**config.mk**
```make
export PLATFORM = sky130hd
export DESIGN_NAME = muldiv_seq
export DESIGN_NICKNAME = d
export VERILOG_FILES = /design/src/rtl/muldiv_pkg.sv /design/src/rtl/muldiv_seq_div_step.sv /design/src/rtl/muldiv_seq.sv
export SDC_FILE = /design/constraint.sdc
export NUM_CORES = 2
export LEC_CHECK = 0
export CAP_MARGIN = 20
export CELL_PAD_IN_SITES_DETAIL_PLACEMENT = 1
export CELL_PAD_IN_SITES_GLOBAL_PLACEMENT = 1
export CORE_MARGIN = 1
export CORE_UTILIZATION = 55
export DETAILED_ROUTE_END_ITERATION = 10
export PLACE_DENSITY_LB_ADDON = 0.05
export SLEW_MARGIN = 30
export SYNTH_ARGS = -nofsm -noshare
export SYNTH_HDL_FRONTEND = slang
export SYNTH_SLANG_ARGS = --single-unit
```
**constraint.sdc**
```tcl
create_clock -name clk -period 13.86 [get_ports clk]
set_input_delay 3.465 -clock clk [delete_from_list [all_inputs] [get_ports clk]]
set_output_delay 3.465 -clock clk [all_outputs]
set_load 0.03 [all_outputs]
```
**src/rtl/muldiv_pkg.sv**
```systemverilog
// Shared definitions for the RV32M multiply/divide sequencer.
package muldiv_pkg;

  localparam int XLEN  = 32;
  localparam int CNT_W = $clog2(XLEN);

  typedef enum logic [2:0] {
    OP_MUL    = 3'd0,
    OP_MULH   = 3'd1,
    OP_MULHSU = 3'd2,
    OP_MULHU  = 3'd3,
    OP_DIV    = 3'd4,
    OP_DIVU   = 3'd5,
    OP_REM    = 3'd6,
    OP_REMU   = 3'd7
  } op_e;

  typedef enum logic [1:0] {
    S_IDLE = 2'd0,
    S_MUL  = 2'd1,
    S_DIV  = 2'd2,
    S_DONE = 2'd3
  } state_e;

  function automatic logic [XLEN-1:0] neg_val(input logic [XLEN-1:0] v);
    return ~v + XLEN'(1);
  endfunction

  function automatic logic [XLEN-1:0] abs_val(input logic [XLEN-1:0] v, input logic sgn);
    return (sgn && v[XLEN-1]) ? neg_val(v) : v;
  endfunction

endpackage

```
**src/rtl/muldiv_seq_div_step.sv**
```systemverilog
// One restoring-division iteration: shift {rem, quo} left, trial-subtract the divisor.
module div_step
  import muldiv_pkg::*;
(
  input  logic [XLEN-1:0] rem_i,
  input  logic [XLEN-1:0] quo_i,
  input  logic [XLEN-1:0] dvs_i,
  output logic [XLEN-1:0] rem_o,
  output logic [XLEN-1:0] quo_o
);

  logic [XLEN:0] shifted;
  logic [XLEN:0] diff;

  // rem_i < dvs_i always holds, so the shifted value fits in XLEN+1 bits
  assign shifted = {rem_i, quo_i[XLEN-1]};
  assign diff    = shifted - {1'b0, dvs_i};
  assign rem_o   = diff[XLEN] ? shifted[XLEN-1:0] : diff[XLEN-1:0];
  assign quo_o   = {quo_i[XLEN-2:0], ~diff[XLEN]};

endmodule

```
**src/rtl/muldiv_seq.sv**
```systemverilog
// RV32M multi-cycle multiply/divide sequencer with valid/ready in and out, one op in flight.
// Optional macro DIV_EARLY_OUT_EN: divides with |dividend| < |divisor| complete without iterating.
//
// state  | meaning
// S_IDLE | ready for a new request
// S_MUL  | registering the 64-bit product
// S_DIV  | restoring divide, one quotient bit per cycle (cnt 0..31)
// S_DONE | result valid, waiting for out_ready
module muldiv_seq
  import muldiv_pkg::*;
(
  input  logic            clk,
  input  logic            rst_n,
  input  logic            in_valid,
  output logic            in_ready,
  input  logic [2:0]      op,
  input  logic [XLEN-1:0] opr_1,
  input  logic [XLEN-1:0] opr_2,
  input  logic            flush,
  output logic            out_valid,
  input  logic            out_ready,
  output logic [XLEN-1:0] result,
  output logic            busy
);

  localparam logic [XLEN-1:0] INT_MIN = {1'b1, {(XLEN-1){1'b0}}};

  state_e            state_q, state_d;
  logic [2:0]        op_q;
  logic [XLEN-1:0]   a_q, b_q;
  logic [XLEN-1:0]   rem_q, quo_q, dvs_q;
  logic [CNT_W-1:0]  cnt_q;
  logic [XLEN-1:0]   result_q;

  logic              accept;
  logic              div_signed, div_zero, div_ovf, early, special;
  logic [XLEN-1:0]   a_mag, b_mag, special_res;

  assign accept     = in_valid & in_ready;
  assign div_signed = ~op[0];
  assign a_mag      = abs_val(opr_1, div_signed);
  assign b_mag      = abs_val(opr_2, div_signed);
  assign div_zero   = (opr_2 == '0);
  assign div_ovf    = div_signed && (opr_1 == INT_MIN) && (opr_2 == '1);
`ifdef DIV_EARLY_OUT_EN
  assign early      = (a_mag < b_mag);
`else
  assign early      = 1'b0;
`endif
  assign special    = op[2] & (div_zero | div_ovf | early);

  // op[1] selects remainder; the early-out case shares the remainder = dividend answer
  always_comb begin
    special_res = '0;
    if (div_zero)     special_res = op[1] ? opr_1 : '1;
    else if (div_ovf) special_res = op[1] ? '0 : INT_MIN;
    else              special_res = op[1] ? opr_1 : '0;
  end

  // multiplier
  logic              s_a, s_b;
  logic [2*XLEN-1:0] a_ext, b_ext, prod;
  logic [XLEN-1:0]   mul_res;

  assign s_a     = (op_q != OP_MULHU);
  assign s_b     = (op_q == OP_MULH);
  assign a_ext   = {{XLEN{s_a & a_q[XLEN-1]}}, a_q};
  assign b_ext   = {{XLEN{s_b & b_q[XLEN-1]}}, b_q};
  assign prod    = a_ext * b_ext;
  assign mul_res = (op_q == OP_MUL) ? prod[XLEN-1:0] : prod[2*XLEN-1:XLEN];

  // divider iteration and sign fix-up
  logic [XLEN-1:0] rem_nxt, quo_nxt, div_res;
  logic            q_neg, r_neg;

  div_step u_div_step (
    .rem_i (rem_q),
    .quo_i (quo_q),
    .dvs_i (dvs_q),
    .rem_o (rem_nxt),
    .quo_o (quo_nxt)
  );

  assign q_neg   = ~op_q[0] & (a_q[XLEN-1] ^ b_q[XLEN-1]);
  assign r_neg   = ~op_q[0] & a_q[XLEN-1];
  assign div_res = op_q[1] ? (r_neg ? neg_val(rem_nxt) : rem_nxt)
                           : (q_neg ? neg_val(quo_nxt) : quo_nxt);

  // FSM: state register
  always_ff @(posedge clk or negedge rst_n) begin
    if (!rst_n) state_q <= S_IDLE;
    else        state_q <= state_d;
  end

  // FSM: next state
  always_comb begin
    state_d = state_q;
    if (flush) begin
      state_d = S_IDLE;
    end else begin
      case (state_q)
        S_IDLE: if (accept) state_d = !op[2] ? S_MUL : (special ? S_DONE : S_DIV);
        S_MUL:  state_d = S_DONE;
        S_DIV:  if (cnt_q == CNT_W'(XLEN-1)) state_d = S_DONE;
        S_DONE: if (out_ready) state_d = S_IDLE;
        default: state_d = S_IDLE;
      endcase
    end
  end

  // FSM: outputs
  always_comb begin
    in_ready  = (state_q == S_IDLE) & ~flush;
    out_valid = (state_q == S_DONE);
    busy      = (state_q != S_IDLE);
  end

  assign result = result_q;

  always_ff @(posedge clk or negedge rst_n) begin
    if (!rst_n) begin
      op_q     <= '0;
      a_q      <= '0;
      b_q      <= '0;
      rem_q    <= '0;
      quo_q    <= '0;
      dvs_q    <= '0;
      cnt_q    <= '0;
      result_q <= '0;
    end else if (accept) begin
      op_q  <= op;
      a_q   <= opr_1;
      b_q   <= opr_2;
      rem_q <= '0;
      quo_q <= a_mag;
      dvs_q <= b_mag;
      cnt_q <= '0;
      if (special) result_q <= special_res;
    end else if (!flush) begin
      case (state_q)
        S_MUL: result_q <= mul_res;
        S_DIV: begin
          rem_q <= rem_nxt;
          quo_q <= quo_nxt;
          cnt_q <= cnt_q + CNT_W'(1);
          if (cnt_q == CNT_W'(XLEN-1)) result_q <= div_res;
        end
        default: ;
      endcase
    end
  end

endmodule
```
* After elaboration in Yosys (flattened, before gate mapping)
Cells that the tools add are included.
Word-level totals: word-level logic and storage cells 93, output and inout bits 35, register bits after elaboration 202
Cells by class: multiplexer cells 33, multipliers 1, bitwise logic cells 17, reduce and logical (&&, ||, !) cells 13, equal/unequal tests 14, add/sub/neg operators 6
Operators with widths (count):
- $mux W32 | 22
- $add A32 B1 Y32 const B | 4
- $not A32 Y32 | 4
- $eq A32 B32 Y1 const B | 2
- $mul A33 B33 Y64 | 1
- $pmux W32 S2 | 1
- $sub A33 B32 Y33 | 1
- $logic_not A32 Y1 | 1
- $mux W5 | 3
- $mux W2 | 5
- $ne A3 B3 Y1 const B | 3
- $pmux W2 S4 | 1
- $and A1 B1 Y1 | 7
- $ne A3 B2 Y1 const B | 2
- $add A5 B1 Y5 const B | 1
- $eq A5 B5 Y1 const B | 1
- $eq A2 B2 Y1 const B | 2
- $logic_and A1 B1 Y1 | 4
- $ne A2 B1 Y1 const B | 2
- $not A1 Y1 | 4
- $reduce_and A4 Y1 | 1
- $reduce_bool A2 Y1 | 2
- $eq A3 B1 Y1 const B | 1
- $logic_not A3 Y1 | 1
- other kinds (8) | 8

* Depth between registers and ports, before layout
depth in word-level cells 10, gate-level depth with buffers 35, mapped depth without buffers 32

* Modules after synthesis
Synthesis repeated with hierarchy kept, for this count alone.
Unflattened totals: cells, all modules 6118, area total of the unflattened synthesis 52781.9 sq um
By module, submodules not included:
- muldiv_seq | area each 50246.9 sq um, instances 1, cells an instance 5779
- div_step | area each 2534.9 sq um, instances 1, cells an instance 339

* Least setup slack after synthesis
No wires, ideal clock.
kind register to register, start register op_q[0], end register result_q[28], in the netlist result[28], period minus slack after synthesis 8.500 ns, path slack 5.360 ns, buffers on the path 3, data arrival time 8.371 ns, stages on the path, launching flop included 35, cells stage by stage dfrtp_1 > nor2b_1 > nand2_1 > clkbuf_1 > and2_1 > clkbuf_1 > nand2_1 > inv_1 > fa_1 > inv_1 > fa_1 > inv_1 > fa_1 > fa_1 > inv_1 > fa_1 > inv_1 > fa_1 > inv_1 > fa_1 > fa_1 > inv_1 > ha_1 > clkbuf_1 > a21o_1 > a21o_1 > a21oi_1 > o21ai_0 > a21o_1 > a21oi_1 > o21a_1 > a31oi_1 > xor2_1 > a211oi_1 > o31ai_1
On the way: word-level cells in the longest chain between the ends 8, elaborated cells on any way between the ends 17, those cells by class mul: 1; eq/ne: 2; mux: 8; bitwise: 5; reduce/logical: 1
Ends and longest elaborated chain:
- start, declared | RTL line muldiv_seq.sv:29 | logic [2:0] op_q;
- start signal, assigned | RTL line muldiv_seq.sv:131 | op_q <= op;
- parallel branches: the longest is 5 deep, another holds $mul A33 B33 Y64
- $pmux W32 S2 * | RTL line muldiv_seq.sv:140 | case (state_q)
- $mux W32 * | RTL line muldiv_seq.sv:139 | end else if (!flush) begin
- $mux W32 * | RTL line muldiv_seq.sv:130 | end else if (accept) begin
- end signal, assigned | RTL line muldiv_seq.sv:138 | if (special) result_q <= special_res;
- end signal, assigned | RTL line muldiv_seq.sv:141 | S_MUL: result_q <= mul_res;
- end signal, assigned | RTL line muldiv_seq.sv:146 | if (cnt_q == CNT_W'(XLEN-1)) result_q <= div_res;
- end, declared | RTL line muldiv_seq.sv:33 | logic [XLEN-1:0] result_q;
Mark *: on every way between the ends. The select of a mux whose other input is x is not followed. A chain may end at the register's enable or synchronous reset.

* Worst setup path in the final report
start register op_q[1], end register result_q[28], in the netlist result[28]
On the way: word-level cells in the longest chain between the ends 7, elaborated cells on any way between the ends 12, those cells by class mul: 1; eq/ne: 2; mux: 6; bitwise: 2; reduce/logical: 1
Ends and longest elaborated chain:
- $ne A3 B2 Y1 or $eq A3 B1 Y1 (tied branches) | RTL line muldiv_seq.sv:65, muldiv_seq.sv:66
- $and A1 B1 Y1, on equally long branches | RTL line muldiv_seq.sv:67, muldiv_seq.sv:68
- $mul A33 B33 Y64 | RTL line muldiv_seq.sv:69 | assign prod = a_ext * b_ext;
- $mux W32 | RTL line muldiv_seq.sv:70 | assign mul_res = (op_q == OP_MUL) ? prod[XLEN-1:0] : prod[2*XLEN-1:XLEN];
- $pmux W32 S2 * | RTL line muldiv_seq.sv:140
- $mux W32 * | RTL line muldiv_seq.sv:139
- $mux W32 * | RTL line muldiv_seq.sv:130
Every way passes the cells marked *; elsewhere a longest branch is shown, timed or not. The select of a mux whose other input is x is not followed.

==> results.yml <==
outcome:
  status: "finished, final reports clean"
drt:
  ant_nets: 0
  vias: 42500
  drt_first_pass_iters: 6
  route.detailed.drc: 0
  viasPerCell: 5.88
  post_drt_wl_per_cell_um: 24.2
  finalWirelength_um: 175000
  first_iter_violations: 2626
floorplanning:
  die_h_um: 311
  rows: 112
  initial_utilization_pct: 55.9
  die_w_um: 311
  core_mm2: 0.0939
  num_io_pins: 107
  die_area_mm2: 0.0967
synth:
  synth.area.mux_share_pct: 0.641
  synthTopCellsByArea: "fa_1, dfrtp_1, inv_1, nand2_1, ha_1"
  syn_inst: 6083
  yosysMostFrequentCell: "inv_1"
  synthXorXnorAreaFrac_pct: 3.44
  synth_nets: 7538
  avgSynthCellArea_um2: 8.63
  async_flop_share_pct: 100
  ys_seq_area_share_pct: 9.58
  ys_ff_latch: 201
  synth_top_family_by_area: "adder cells"
  syn-cell-area_mm2: 0.0525
  yosys.area.top_type_share_pct: 42.9
  yosys.cell_types.count: 88
  synthAdderAreaFrac_pct: 49.1
  yosys_warnings: 0
  synth-edff-count: 0
  yosys.area_share.simple_pct: 16.8
  ys.flop_type: "dfrtp_1"
  ys_top_cells_by_count: "inv_1, fa_1, nand2_1"
  synth.largest_area_cell: "fa_1"
  synth_compound_area_share_pct: 9.27
sta:
  setup_tns_ns: 0
  relSlewSlack_pct: 34.7
  period_needed_ns: 10.46
  period_share_pct: 75.5
  tightest_slew_ns: 0.970
  rsz0062_at_grt: "no"
  hold_slack_ns: 0.473
  final_max_slew_viol_count: 0
  timing.final.ws_setup_ns: 3.40
  fin_worst_skew_ns: 0.0143
  hold_viol_final: 0
  max_freq_mhz: 95.6
  setup_violations: 0
clock_tree:
  ctsResizeCount: 0
  cts-root-buf: "clkbuf_16"
  cts_htree_levels: 1
  clk_pin_slew_worst_paths_ns: 0.06
  clock-sinks: 201
  cts_setup_buffers: 0
  cts_tree: "built"
  cts_hold_buf: 0
  cts_buffer_depth: 3
  cts_buffers: 25
  clock_latency_ns: 0.56
grt:
  grt-ovfl-total: 0
  grt_max_degree: 80
  antenna_found_initial: 3
  grt_pass1_wl_um: 278000
  grt_use_total_pct: 37.2
  grt_pass1_vias: 47900
place:
  gp_congestion: 0.996
  hpwl_um: 142000
  pre_cts_ws_ns: 3.52
  portBuffers: 106
flow_run:
  cap_viol_max_count: 0
critical_path:
  cp-end-kind: "flip-flop"
  cp_slowest_cell: "fa_1"
  cpMostUsedCell: "fa_1"
  rrSetupSlack_ns: 3.40
  worstPathArrival_ns: 10.88
  r2r-start: "op_q[1]"
  reg2reg_to: "result[28]"
  cp.depth: 31
  crit_path_max_fanout: 56
  crit_start: "op_q[1]"
  reg2regPathDepth: 31
  cp_num_buf_inv: 8
  crit_required_ns: 14.28
  cp-start-kind: "flip-flop"
  criticalPathCategory: "flip-flop to flip-flop"
  cpPeakStageDelay_ns: 0.84
  crit_family: "adder cells"
worst_hold_path:
  hold_depth: 2
  worst_hold_path_type: "flip-flop to flip-flop"
  min_from: "a_q[12]"
  min_to: "a_q[12]"
layout:
  layout.nets: 7407
  drive_gt1_share_pct: 3.47
  syn_to_final_growth_pct: 5.36
-- worst max-delay path by stage --
| stage | to |
|---|---|
| after CTS | result[28] |
| after global routing | result[28] |
| after global placement | result[31] |
| final | result[28] |
| after floorplan | result[28] |
| after detailed placement | result[28] |
-- through the flow --
step / instance area (um^2) / utilization (%) / instances
2_1_floorplan: 52500 / - / 6083
3_3_place_gp: 54500 / 58.0 / 7178
3_5_place_dp: 54500 / 58.0 / 7178
4_1_cts: 55300 / 58.9 / 7223
6_report: 55300 / 58.9 / 7225
5_1_grt: 55300 / 58.9 / 7224
-- layout make-up --
class	count	area [um^2]
Inverter	1199	4500
Sequential cell	201	5050
Fill cell	11000	38600
Clock buffer	31	668
Multi-Input combinational cell	4330	41700
Antenna cell	1	2.50
Clock inverter	14	134
Timing Repair Buffer	195	1740
Tap cell	1254	1570
-- cells by family (layout without fill, tap and decap cells) --
kind of cell / Yosys count / in the layout
simple gates: 1943 / 1943
other cells: 0 / 1
buf+inv: 1552 / 1439
mux: 33 / 33
fa+ha+maj: 1383 / 1383
flops: 201 / 201
compound gates: 765 / 765
xor+xnor: 206 / 206
-- cell usage in the layout, fill, tap and decap left out, types with 20 or more instances in the layout --
master | netlist | final
o21ai_0 | 217 | 217
or3_1 | 23 | 22
a21oi_1 | 219 | 219
xnor2_1 | 132 | 132
fa_1 | 1126 | 1125
a21o_1 | 67 | 67
a31oi_1 | 33 | 33
buf_4 | 4 | 87
xor2_1 | 74 | 74
clkbuf_16 | 0 | 25
and3_1 | 37 | 37
nand4_1 | 26 | 26
ha_1 | 257 | 257
nand3_1 | 43 | 43
nor4_1 | 22 | 20
nor2_1 | 190 | 188
clkdlybuf4s50_1 | 0 | 105
a211oi_1 | 22 | 22
dfrtp_1 | 201 | 188
nand2b_1 | 28 | 27
inv_1 | 1196 | 1196
o211ai_1 | 23 | 23
and2_1 | 315 | 315
nor3_1 | 70 | 68
nand2_1 | 1115 | 1114
mux2i_1 | 28 | 28
-- metal layers --
layer / track usage, % / part of all wire [%] / vias up / routed length, um
li1: - / - / 18200 / -
met3: 5.05 / 6.1 / 433 / 10700
met5: 0 / 0.0063 / - / 11
met1: 46.9 / 39 / 22300 / 68300
met4: 15.4 / 4.6 / 2 / 8030
met2: 64.3 / 50 / 1459 / 87600
-- state kept, by name, indices dropped and copies added, names as in the netlist --
| name | cells |
|---|---|
| result | 32 |
| a_q | 32 |
| quo_q | 32 |
| dvs_q | 31 |
| state_q | 2 |
| rem_q | 32 |
| op_q | 3 |
| b_q | 32 |
| cnt_q | 5 |
-- worst min-delay path, cell delays in order (launching register included) --
cell     delay [ns]
dfrtp_1        0.34
nand2_1        0.05
nand2_1        0.05
Power is not shown: default switching activity piles up to over one toggle a cycle in this logic, so the estimate is an artifact.
